<file path="src/rtl/frogger_round_ctrl_if.sv">
// Signal bundle between the round controller and the rest of the Frogger board:
// crash/survive detection and the start key in; tick, reload and status out.
interface frogger_round_ctrl_if;
    logic       start;
    logic       crashed;
    logic       survived;
    logic       car_tick;
    logic       round_reset;
    logic       need_reset;
    logic [3:0] level;
    logic [1:0] lives;
    logic [2:0] state;
    logic       game_over;

    // Controller side: consumes the game events and drives the status outputs.
    modport master (
        input  start, crashed, survived,
        output car_tick, round_reset, need_reset, level, lives, state, game_over
    );

    // Board side: produces the game events and consumes the status outputs.
    modport slave (
        output start, crashed, survived,
        input  car_tick, round_reset, need_reset, level, lives, state, game_over
    );
endinterface

</file>
<file path="src/rtl/frogger_round_ctrl.sv">
// Frogger game-flow controller: sequences rounds, generates the car-advance tick
// whose period shrinks with the level, and issues round reloads / input freeze.
module frogger_round_ctrl #(
    parameter int unsigned BASE_PERIOD  = 75000000,
    parameter int unsigned PERIOD_STEP  = 7500000,
    parameter int unsigned MIN_PERIOD   = 15000000,
    parameter int unsigned MAX_LEVEL    = 9,
    parameter int unsigned LIVES        = 3,
    parameter int unsigned PAUSE_CYCLES = 50000000
) (
    input  logic                  clk,
    input  logic                  reset,
    frogger_round_ctrl_if.master  bus
);

    localparam int CNT_W   = (BASE_PERIOD > 1) ? $clog2(BASE_PERIOD) : 1;
    localparam int PAUSE_W = (PAUSE_CYCLES > 1) ? $clog2(PAUSE_CYCLES) : 1;
    localparam logic [PAUSE_W-1:0] PAUSE_LAST = PAUSE_W'(PAUSE_CYCLES - 1);
    localparam logic [3:0]         LVL_MAX    = 4'(MAX_LEVEL);
    localparam logic [1:0]         LIVES_INIT = 2'(LIVES);

    typedef enum logic [2:0] {
        ST_IDLE  = 3'd0,
        ST_PLAY  = 3'd1,
        ST_HIT   = 3'd2,
        ST_CLEAR = 3'd3,
        ST_OVER  = 3'd4,
        ST_WON   = 3'd5
    } state_e;

    state_e             state_q, state_d;
    logic [3:0]         level_q, level_d;
    logic [1:0]         lives_q, lives_d;
    logic [CNT_W-1:0]   tick_cnt_q, tick_cnt_d;
    logic [PAUSE_W-1:0] pause_cnt_q, pause_cnt_d;
    logic               car_tick_q, car_tick_d;
    logic               round_reset_q, round_reset_d;
    logic               need_reset_q, need_reset_d;
    logic               game_over_q, game_over_d;

    logic [31:0]        step_total;
    logic [31:0]        period;

    // Tick period for the current level, saturating at the floor instead of underflowing.
    always_comb begin
        step_total = 32'(level_q) * PERIOD_STEP;
        if (BASE_PERIOD >= MIN_PERIOD + step_total) begin
            period = BASE_PERIOD - step_total;
        end else begin
            period = MIN_PERIOD;
        end
    end

    // Next-state, counters and registered-output values for the round sequencer.
    always_comb begin
        state_d       = state_q;
        level_d       = level_q;
        lives_d       = lives_q;
        tick_cnt_d    = tick_cnt_q;
        pause_cnt_d   = pause_cnt_q;
        round_reset_d = 1'b0;

        case (state_q)
            ST_IDLE: begin
                if (bus.start) begin
                    state_d       = ST_PLAY;
                    round_reset_d = 1'b1;
                    tick_cnt_d    = '0;
                end
            end
            ST_PLAY: begin
                // A crash beats a simultaneous survive: the frog died on the last row.
                if (bus.crashed) begin
                    state_d     = ST_HIT;
                    lives_d     = (lives_q == 2'd0) ? 2'd0 : lives_q - 2'd1;
                    pause_cnt_d = '0;
                end else if (bus.survived) begin
                    state_d     = ST_CLEAR;
                    level_d     = (level_q == LVL_MAX) ? LVL_MAX : level_q + 4'd1;
                    pause_cnt_d = '0;
                end else if (32'(tick_cnt_q) == period - 32'd1) begin
                    tick_cnt_d = '0;
                end else begin
                    tick_cnt_d = tick_cnt_q + CNT_W'(1);
                end
            end
            ST_HIT: begin
                if (pause_cnt_q == PAUSE_LAST) begin
                    if (lives_q == 2'd0) begin
                        state_d = ST_OVER;
                    end else begin
                        state_d       = ST_PLAY;
                        round_reset_d = 1'b1;
                        tick_cnt_d    = '0;
                    end
                end else begin
                    pause_cnt_d = pause_cnt_q + PAUSE_W'(1);
                end
            end
            ST_CLEAR: begin
                if (pause_cnt_q == PAUSE_LAST) begin
                    if (level_q == LVL_MAX) begin
                        state_d = ST_WON;
                    end else begin
                        state_d       = ST_PLAY;
                        round_reset_d = 1'b1;
                        tick_cnt_d    = '0;
                    end
                end else begin
                    pause_cnt_d = pause_cnt_q + PAUSE_W'(1);
                end
            end
            ST_OVER, ST_WON: begin
                if (bus.start) begin
                    state_d       = ST_PLAY;
                    level_d       = 4'd0;
                    lives_d       = LIVES_INIT;
                    round_reset_d = 1'b1;
                    tick_cnt_d    = '0;
                end
            end
            default: begin
                state_d = ST_IDLE;
            end
        endcase

        // The tick is registered, so it is raised on the edge the counter reaches period-1.
        car_tick_d   = (state_q == ST_PLAY) && (state_d == ST_PLAY) &&
                       (32'(tick_cnt_d) == period - 32'd1);
        need_reset_d = (state_d != ST_PLAY);
        game_over_d  = (state_d == ST_OVER) || (state_d == ST_WON);
    end

    // State and output registers with synchronous reset.
    always_ff @(posedge clk) begin
        if (reset) begin
            state_q       <= ST_IDLE;
            level_q       <= 4'd0;
            lives_q       <= LIVES_INIT;
            tick_cnt_q    <= '0;
            pause_cnt_q   <= '0;
            car_tick_q    <= 1'b0;
            round_reset_q <= 1'b0;
            need_reset_q  <= 1'b1;
            game_over_q   <= 1'b0;
        end else begin
            state_q       <= state_d;
            level_q       <= level_d;
            lives_q       <= lives_d;
            tick_cnt_q    <= tick_cnt_d;
            pause_cnt_q   <= pause_cnt_d;
            car_tick_q    <= car_tick_d;
            round_reset_q <= round_reset_d;
            need_reset_q  <= need_reset_d;
            game_over_q   <= game_over_d;
        end
    end

    assign bus.car_tick    = car_tick_q;
    assign bus.round_reset = round_reset_q;
    assign bus.need_reset  = need_reset_q;
    assign bus.level       = level_q;
    assign bus.lives       = lives_q;
    assign bus.state       = state_q;
    assign bus.game_over   = game_over_q;

endmodule

</file>
<file path="src/flat_wrapper.sv">
// flat-port wrapper written by rule: the top's interface ports become plain ports
module frogger_round_ctrl_flat 
#(
    parameter int unsigned BASE_PERIOD  = 75000000,
    parameter int unsigned PERIOD_STEP  = 7500000,
    parameter int unsigned MIN_PERIOD   = 15000000,
    parameter int unsigned MAX_LEVEL    = 9,
    parameter int unsigned LIVES        = 3,
    parameter int unsigned PAUSE_CYCLES = 50000000
)
  (clk, reset, bus_start, bus_crashed, bus_survived, bus_car_tick, bus_round_reset, bus_need_reset, bus_level, bus_lives, bus_state, bus_game_over);
  frogger_round_ctrl_if bus_i ();
  input  logic clk;
  input  logic reset;
  input wire logic [$bits(bus_i.start)-1:0] bus_start;
  input wire logic [$bits(bus_i.crashed)-1:0] bus_crashed;
  input wire logic [$bits(bus_i.survived)-1:0] bus_survived;
  output wire logic [$bits(bus_i.car_tick)-1:0] bus_car_tick;
  output wire logic [$bits(bus_i.round_reset)-1:0] bus_round_reset;
  output wire logic [$bits(bus_i.need_reset)-1:0] bus_need_reset;
  output wire logic [$bits(bus_i.level)-1:0] bus_level;
  output wire logic [$bits(bus_i.lives)-1:0] bus_lives;
  output wire logic [$bits(bus_i.state)-1:0] bus_state;
  output wire logic [$bits(bus_i.game_over)-1:0] bus_game_over;
  assign bus_i.start = bus_start;
  assign bus_i.crashed = bus_crashed;
  assign bus_i.survived = bus_survived;
  assign bus_car_tick = bus_i.car_tick;
  assign bus_round_reset = bus_i.round_reset;
  assign bus_need_reset = bus_i.need_reset;
  assign bus_level = bus_i.level;
  assign bus_lives = bus_i.lives;
  assign bus_state = bus_i.state;
  assign bus_game_over = bus_i.game_over;
  frogger_round_ctrl #(.BASE_PERIOD(BASE_PERIOD), .PERIOD_STEP(PERIOD_STEP), .MIN_PERIOD(MIN_PERIOD), .MAX_LEVEL(MAX_LEVEL), .LIVES(LIVES), .PAUSE_CYCLES(PAUSE_CYCLES)) u_core (.clk(clk), .reset(reset), .bus(bus_i));
endmodule
</file>
<file path="config.mk">
export PLATFORM = sky130hd
export DESIGN_NAME = frogger_round_ctrl_flat
export DESIGN_NICKNAME = d
export VERILOG_FILES = /design/src/rtl/frogger_round_ctrl_if.sv /design/src/rtl/frogger_round_ctrl.sv /design/src/flat_wrapper.sv
export SDC_FILE = /design/constraint.sdc
export NUM_CORES = 1
export LEC_CHECK = 0
export ABC_AREA = 1
export CAP_MARGIN = 40
export CORE_ASPECT_RATIO = 1.25
export CORE_MARGIN = 1.5
export CORE_UTILIZATION = 31
export DETAILED_ROUTE_END_ITERATION = 10
export GPL_ROUTABILITY_DRIVEN = 0
export GPL_TIMING_DRIVEN = 1
export SETUP_SLACK_MARGIN = 0.5
export SLEW_MARGIN = 10
export SYNTH_ARGS = -nofsm -noshare
export SYNTH_HDL_FRONTEND = slang
export SYNTH_SLANG_ARGS = --single-unit
</file>
<file path="constraint.sdc">
create_clock -name clk -period 6.4 [get_ports clk]
set_input_delay 0.64 -clock clk [delete_from_list [all_inputs] [get_ports clk]]
set_output_delay 0.64 -clock clk [all_outputs]
set_load 0.02 [all_outputs]
</file>
After elaboration in Yosys (flattened, before gate mapping)

Cells that the tools add are included.

Add/subtract/negate cells: 7
$mul: 1
Magnitude comparators: 1
Equal/unequal tests: 19
Muxes and demuxes: 37
Reduce and logical (&&, ||, !) cells: 13

Operators with widths:

| cell                                                                                 | number |
|---|---|
| 27-bit 2-to-1 mux                                                                    | 8 |
| 27-bit case mux with 4 select lines                                                  | 1 |
| 26-bit 2-to-1 mux                                                                    | 3 |
| 27-bit by 32-bit equality test with 1-bit output                                     | 2 |
| 26-bit case mux with 2 select lines                                                  | 1 |
| 27-bit by 32-bit greater-or-equal comparator with 1-bit output, first input constant | 1 |
| 32-bit 2-to-1 mux                                                                    | 1 |
| 32-bit by 1-bit subtractor with 32-bit output, second input constant                 | 1 |
| 24-bit by 27-bit adder with 28-bit output, first input constant                      | 1 |
| 27-bit by 27-bit subtractor with 28-bit output, first input constant                 | 1 |
| 27-bit by 1-bit adder with 27-bit output, second input constant                      | 1 |
| 26-bit by 1-bit adder with 26-bit output, second input constant                      | 1 |
| 26-bit equality test, second input constant                                          | 1 |
| 4-bit by 18-bit multiplier with 22-bit output, second input constant                 | 1 |
| 3-bit 2-to-1 mux                                                                     | 7 |
| 4-bit 2-to-1 mux                                                                     | 4 |
| 3-bit equality test, second input constant                                           | 4 |
| 3-bit case mux with 4 select lines                                                   | 1 |
| 2-bit != test, second input constant                                                 | 5 |
| 4-bit case mux with 2 select lines                                                   | 1 |
| 3-bit by 1-bit equality test with 1-bit output, second input constant                | 2 |
| 3-bit by 2-bit equality test with 1-bit output, second input constant                | 2 |
| 2-bit 2-to-1 mux                                                                     | 3 |
| 3-bit AND reduction                                                                  | 2 |
| 16 further kinds                                                                     | 23 |

Bits in registers: 66
Input port bits: 5
Output and inout bits: 13
Logic and storage cells: 87

Logic depth before layout (Yosys ltp)

Depth in word-level cells: 12
Mapped depth: 55
Gate-level depth less buffers: 51

Worst setup path after synthesis

No wires, ideal clock.

Path kind: register to register
Start: reg u_core.level_q[2] (netlist: u_core.bus.level[2])
End: reg u_core.car_tick_q (netlist: u_core.bus.car_tick)
Setup time: 0.064 ns
Arrival time: 6.019 ns
Data required time: 6.336 ns
Setup slack: 0.318 ns
Stages on the path, launching flop included: 52
Buffers on the path: 3
Period minus slack after synthesis: 6.082 ns
Cell sequence: dfxtp_1 fa_1 ha_1 ha_1 nand2_2 inv_2 nand2_1 nand2_2 nand3_1 nand3_1 nand2_1 inv_1 ha_1 nor2_1 nand4_1 nor2_1 nand3_1 nand3_1 [... 16 more ...] o21ai_2 inv_2 nand2_1 nand2_1 nor2_1 nand3_1 nor2_2 nand3_4 buf_6 nand2_2 nand2_1 nand2_1 nand2_1 nor2_1 nand2_1 nor2_1 nand2_1 nor2_1

Longest elaborated chain between the ends: 12
Elaborated cells on any way between the ends: 21
Those cells by class: 3 x add/sub; 1 x mul; 1 x order compare; 4 x eq/ne; 10 x mux; 2 x reduce/logical

RTL lines:

| element                                                        | RTL line                                            | text |
|---|---|---|
| start: declaration                                             | frogger_round_ctrl.sv:32                            | `logic [3:0] level_q, level_d;` |
| start signal: assignment                                       | frogger_round_ctrl.sv:148                           | `level_q <= level_d;` |
| 4-bit by 18-bit multiplier with 22-bit output                  | frogger_round_ctrl.sv:46                            | `step_total = 32'(level_q) * PERIOD_STEP;` |
| 24-bit by 27-bit adder with 28-bit output                      | frogger_round_ctrl.sv:47                            | `if (BASE_PERIOD >= MIN_PERIOD + step_total) begin` |
| 27-bit by 32-bit greater-or-equal comparator with 1-bit output | frogger_round_ctrl.sv:47                            |  |
| 32-bit 2-to-1 mux                                              | frogger_round_ctrl.sv:47                            |  |
| 32-bit by 1-bit subtractor with 32-bit output                  | frogger_round_ctrl.sv:81, frogger_round_ctrl.sv:129 |  |
| 27-bit by 32-bit equality test with 1-bit output               | frogger_round_ctrl.sv:81                            | `end else if (32'(tick_cnt_q) == period - 32'd1) begin` |
| 27-bit 2-to-1 mux                                              | frogger_round_ctrl.sv:81                            |  |
| 27-bit 2-to-1 mux                                              | frogger_round_ctrl.sv:77                            | `end else if (bus.survived) begin` |
| 27-bit 2-to-1 mux                                              | frogger_round_ctrl.sv:73                            | `if (bus.crashed) begin` |
| 27-bit case mux with 4 select lines                            | frogger_round_ctrl.sv:63                            | `case (state_q)` |
| 27-bit by 32-bit equality test with 1-bit output               | frogger_round_ctrl.sv:129                           | `(32'(tick_cnt_d) == period - 32'd1);` |
| 1-bit logical AND (*)                                          | frogger_round_ctrl.sv:128                           | `car_tick_d = (state_q == ST_PLAY) && (state_d == ST_PLAY) &&` |
| end signal: assignment                                         | frogger_round_ctrl.sv:152                           | `car_tick_q <= car_tick_d;` |
| end: declaration                                               | frogger_round_ctrl.sv:36                            | `logic car_tick_q, car_tick_d;` |

Every way passes the cells marked *; elsewhere a longest branch is shown, timed or not.
A chain may end at the register's enable or synchronous reset.

Worst setup path after layout

Same ends and word-level chain as after synthesis.

==> results by group <==
Clock tree
  • Max Root-Sink Buffers: 2
  • CTS sink count: 66
  • Htree depth: 3
  • Worst-path clk slew: 0.07 ns
  • CTS tree: done
  • Clock insertion delay at the later pin of the skew report: approximately 0.35 ns
  • Cts bufs inserted: 9
  • CTS Root Buffer Type: clkbuf_16

Floorplan
  • Row count: between 60 and 70
  • Core area: 0.02388 mm^2
  • IO Count: 18
  • Die Width: 142.9 um
  • DIE HEIGHT: between 150 and 200 um
  • Die ar.: around 0.025 mm^2
  • Initial Utilization: around a third

Final layout
  • Area growth from synthesis to layout: 24.43%
  • Multi-input logic area: 0.005831 mm^2
  • Fin cells: 1746
  • NumNets Final: 1455
  • Design area: 0.009430 mm^2
  • Register Area: between 0.001 and 0.0015 mm^2
  • Fillers: 2521
  • Fin util: between 30% and 40%
  • Fraction of final layout cells sized beyond drive strength 1: ~17%
  • Ant. Diodes: 0

Route
  • DRC viols: 0
  • DRT antenna net count: 0
  • Detailed Routing Iterations Pass 1: 6
  • DR WL/cell: 14.02 um
  • DR iter-0 viols: around 500
  • Routed WL: approximately 24000 um
  • Total number of vias: ~8800
  • DR vias/cell: 5.028

Power
  • Clk pwr share: 24.5%
  • Sw Share: a little under half
  • NetSw: slightly below 1 mW
  • Comb pwr share: a little under three fifths
  • Internal power: ~1.2 mW
  • Leakage: around 4.4 nW
  • Flop pwr share: 20.1%
  • PwrDens: between 200 and 250 mW/mm^2
  • VDD IR-drop max: about 170 uV

Place
  • Port bufs: 17
  • HPWL Detailed: between 15000 and 20000 um
  • Dpl cell area: roughly 0.0083 mm^2
  • Cells after DPL: between 1500 and 2000

Logic synthesis
  • Top-area cell type share of the netlist area: 20.41%
  • Post-synthesis cell type count: 52
  • Ys async rst share: 0%
  • #FFs+latches synth: 66
  • Cell count after synthesis: between 1000 and 1500
  • Avg Inst Size Synth: 5.664 um^2
  • Top FF cell, synth: dfxtp_1
  • Largest area contributor in the synthesized netlist: nand2_1
  • Post-synthesis sequential area ratio: between 10% and 20%
  • Yosys warning count: 0
  • Area contributors post-synth: nand2_1 20%, dfxtp_1 17%, inv_1 9.5%
  • Mapped Nets: between 1000 and 1500
  • EDFF count, synth: 0
  • Mapped Area: around 0.0076 mm^2

Setup path
  • Critical path peak fanout: 8
  • R2r worst-path depth: 43
  • Worst Path Arrival: approximately 6.2 ns
  • Crit-path max cell delay: between 0.5 and 0.6 ns
  • Worst Setup Start Kind: register
  • Worst setup path category: reg -> reg
  • CP endpoint kind: register
  • Reg2reg end: u_core.bus.car_tick
  • Slowest-stage cell, CP: fa_1
  • FF-to-FF setup slack: around 0.46 ns
  • Worst Path Required: ~6.7 ns
  • Critical R2R Launch: u_core.bus.level[2]

STA
  • Final max-slew violation count: 0
  • Final setup violation count: 0
  • F_max: 0.1683 GHz
  • RSZ-0062 raised after global routing: true
  • Worst Skew: ~0.008 ns
  • Crit path time final: ~6 ns
  • Hold Violations, Final: 0
  • Slew HR: 41.97%
  • Setup tns final: 0 ns
  • Crit share post-route: between 90% and 100%
  • Slew @ Worst Pin: approximately 0.87 ns

Global route
  • Initial antenna violation count: 0
  • Grt ovf: 0
  • First-pass GRT wire length: 38790 um
  • Largest net degree at the start of global routing: 39
  • Global Route Usage Sum: approximately 19%
  • Vias in the first global route: 8037

Job
  • Max capacitance violation total: 0

Hold path
  • Hold Path Sink: u_core.pause_cnt_q[23]
  • WHS Path Cells: 2
  • Hold Crit Class: reg -> reg
  • Min-Delay Startpoint: u_core.pause_cnt_q[23]

Status
  • Run status: finished clean
==> synth_stat cells, drive strengths merged, types with 2 or more instances <==
library cell and number:
a211oi 6, a21oi 72, a31oi 6, a41oi 2, buf 11, clkbuf 8, clkinv 3, dfxtp 66
fa 3, ha 31, inv 202, nand2 442, nand3 147, nand3b 6, nand4 35, nor2 156
nor3 30, nor4 10, o211ai 2, o21a 2, o21ai 46, o21bai 5, o311ai 2, or2 6
xnor2 6, xnor3 2, xor2 25
==> cell families after synthesis <==
logic type      Yosys count  share of synthesized area, %
simple gates            834                         49.27
fa+ha+maj                34                         5.911
xor+xnor                 33                         4.425
compound gates          147                         10.96
buf+inv                 224                         12.00
flops                    66                         17.43
==> critical path: cells and delay by family (launching register included) <==
family	cells	cell delay [ns]
adder cells (fa/ha/maj)	4	1.42
XOR/XNOR	1	0.16
AO/OA/AOI/OAI	1	0.20
buffers and inverters	4	0.41
flip-flops	1	0.36
AND/OR/NAND/NOR	33	3.35
==> state kept, by name, summed over array words and instances, names as in the netlist <==
signal	flops
u_core.bus.level	4
u_core.bus.car_tick	1
u_core.bus.state	3
u_core.bus.need_reset	1
u_core.bus.game_over	1
u_core.tick_cnt_q	27
u_core.bus.lives	2
u_core.bus.round_reset	1
u_core.pause_cnt_q	26
==> per-layer routing <==
metal,vias up,GRT usage (%),wire length [um]
met3,67,1.835,971
met1,3973,22.50,10360
met2,263,34.10,11970
met5,-,0,0
met4,0,10.70,1182
li1,4476,-,-
==> power by group through the flow <==
stage	clock network [mW]	registers, mW	logic, mW
final	0.528	0.432	1.19
after global routing	0.548	0.433	1.32
after CTS	0.537	0.431	1.10
after detailed placement	0	0.440	1.05
after global placement	0	0.440	1.04
after floorplan	0	0.446	0.735
==> worst max path at each step <==
stage / endpoint / slack [ns] / from / depth (start not counted)
after global placement: u_core.bus.car_tick / 0.17 / u_core.bus.level[1] / 41
after floorplan: u_core.bus.car_tick / 0.52 / u_core.bus.level[3] / 51
final: u_core.bus.car_tick / 0.46 / u_core.bus.level[2] / 43
after detailed placement: u_core.bus.car_tick / 0.06 / u_core.bus.level[1] / 45
after global routing: u_core.bus.car_tick / 0.05 / u_core.bus.level[2] / 49
after CTS: u_core.bus.car_tick / 0.51 / u_core.bus.level[3] / 47
==> placed cells by master, fill, tap and decap left out, types with 6 or more instances in the layout <==
master,synthesis,routed
xor2_1,24,22
nor2_4,3,11
ha_4,0,9
nor3_1,30,30
nor2_1,142,129
nand3_2,8,18
o21ai_0,39,38
nand2_4,4,15
nand4_1,33,33
nand2_1,412,376
inv_2,10,13
a211oi_1,6,6
nand2_2,26,51
nor2_2,10,15
ha_1,31,20
xnor2_1,6,6
nor4_1,10,10
nand3b_1,6,6
clkbuf_16,0,9
a21oi_1,72,71
dfxtp_1,66,62
nand3_1,138,125
clkdlybuf4s50_1,0,17
inv_1,192,186
buf_4,3,59
==> cell type report <==
| class | instances | share of cell area, % |
|---|---|---|
| multi-input cells | 1048 | 61.83 |
| flip-flops and latches | 66 | 14.12 |
| inverters | 205 | 8.253 |
| repair buffers | 86 | 8.186 |
| well taps | 325 | 4.312 |
| clock buffers | 9 | 2.388 |
| clock inverters | 7 | 0.9155 |
==> through the flow <==
stage | setup slack, ns | power, mW | hold WS (ns)
floorplan | 0.5163 | 1.181 | 0.4477
global placement | 0.1739 | 1.482 | 0.4628
detailed placement | 0.06307 | 1.486 | 0.4684
CTS | 0.5123 | 2.070 | 0.4787
global route | 0.04749 | 2.303 | 0.5001
finish | 0.4573 | 2.153 | 0.4737
==> timing repair <==
item / 4_1_cts / 5_1_grt
pin swaps: 23 / 53
gates cloned: 1 / 0
setup endpoints to repair: 21 / 24
hold buffers: 0 / 0
resized for setup: 39 / 85
buffers inserted: 10 / 18
Note: power is estimated with default switching activity, not from simulation.
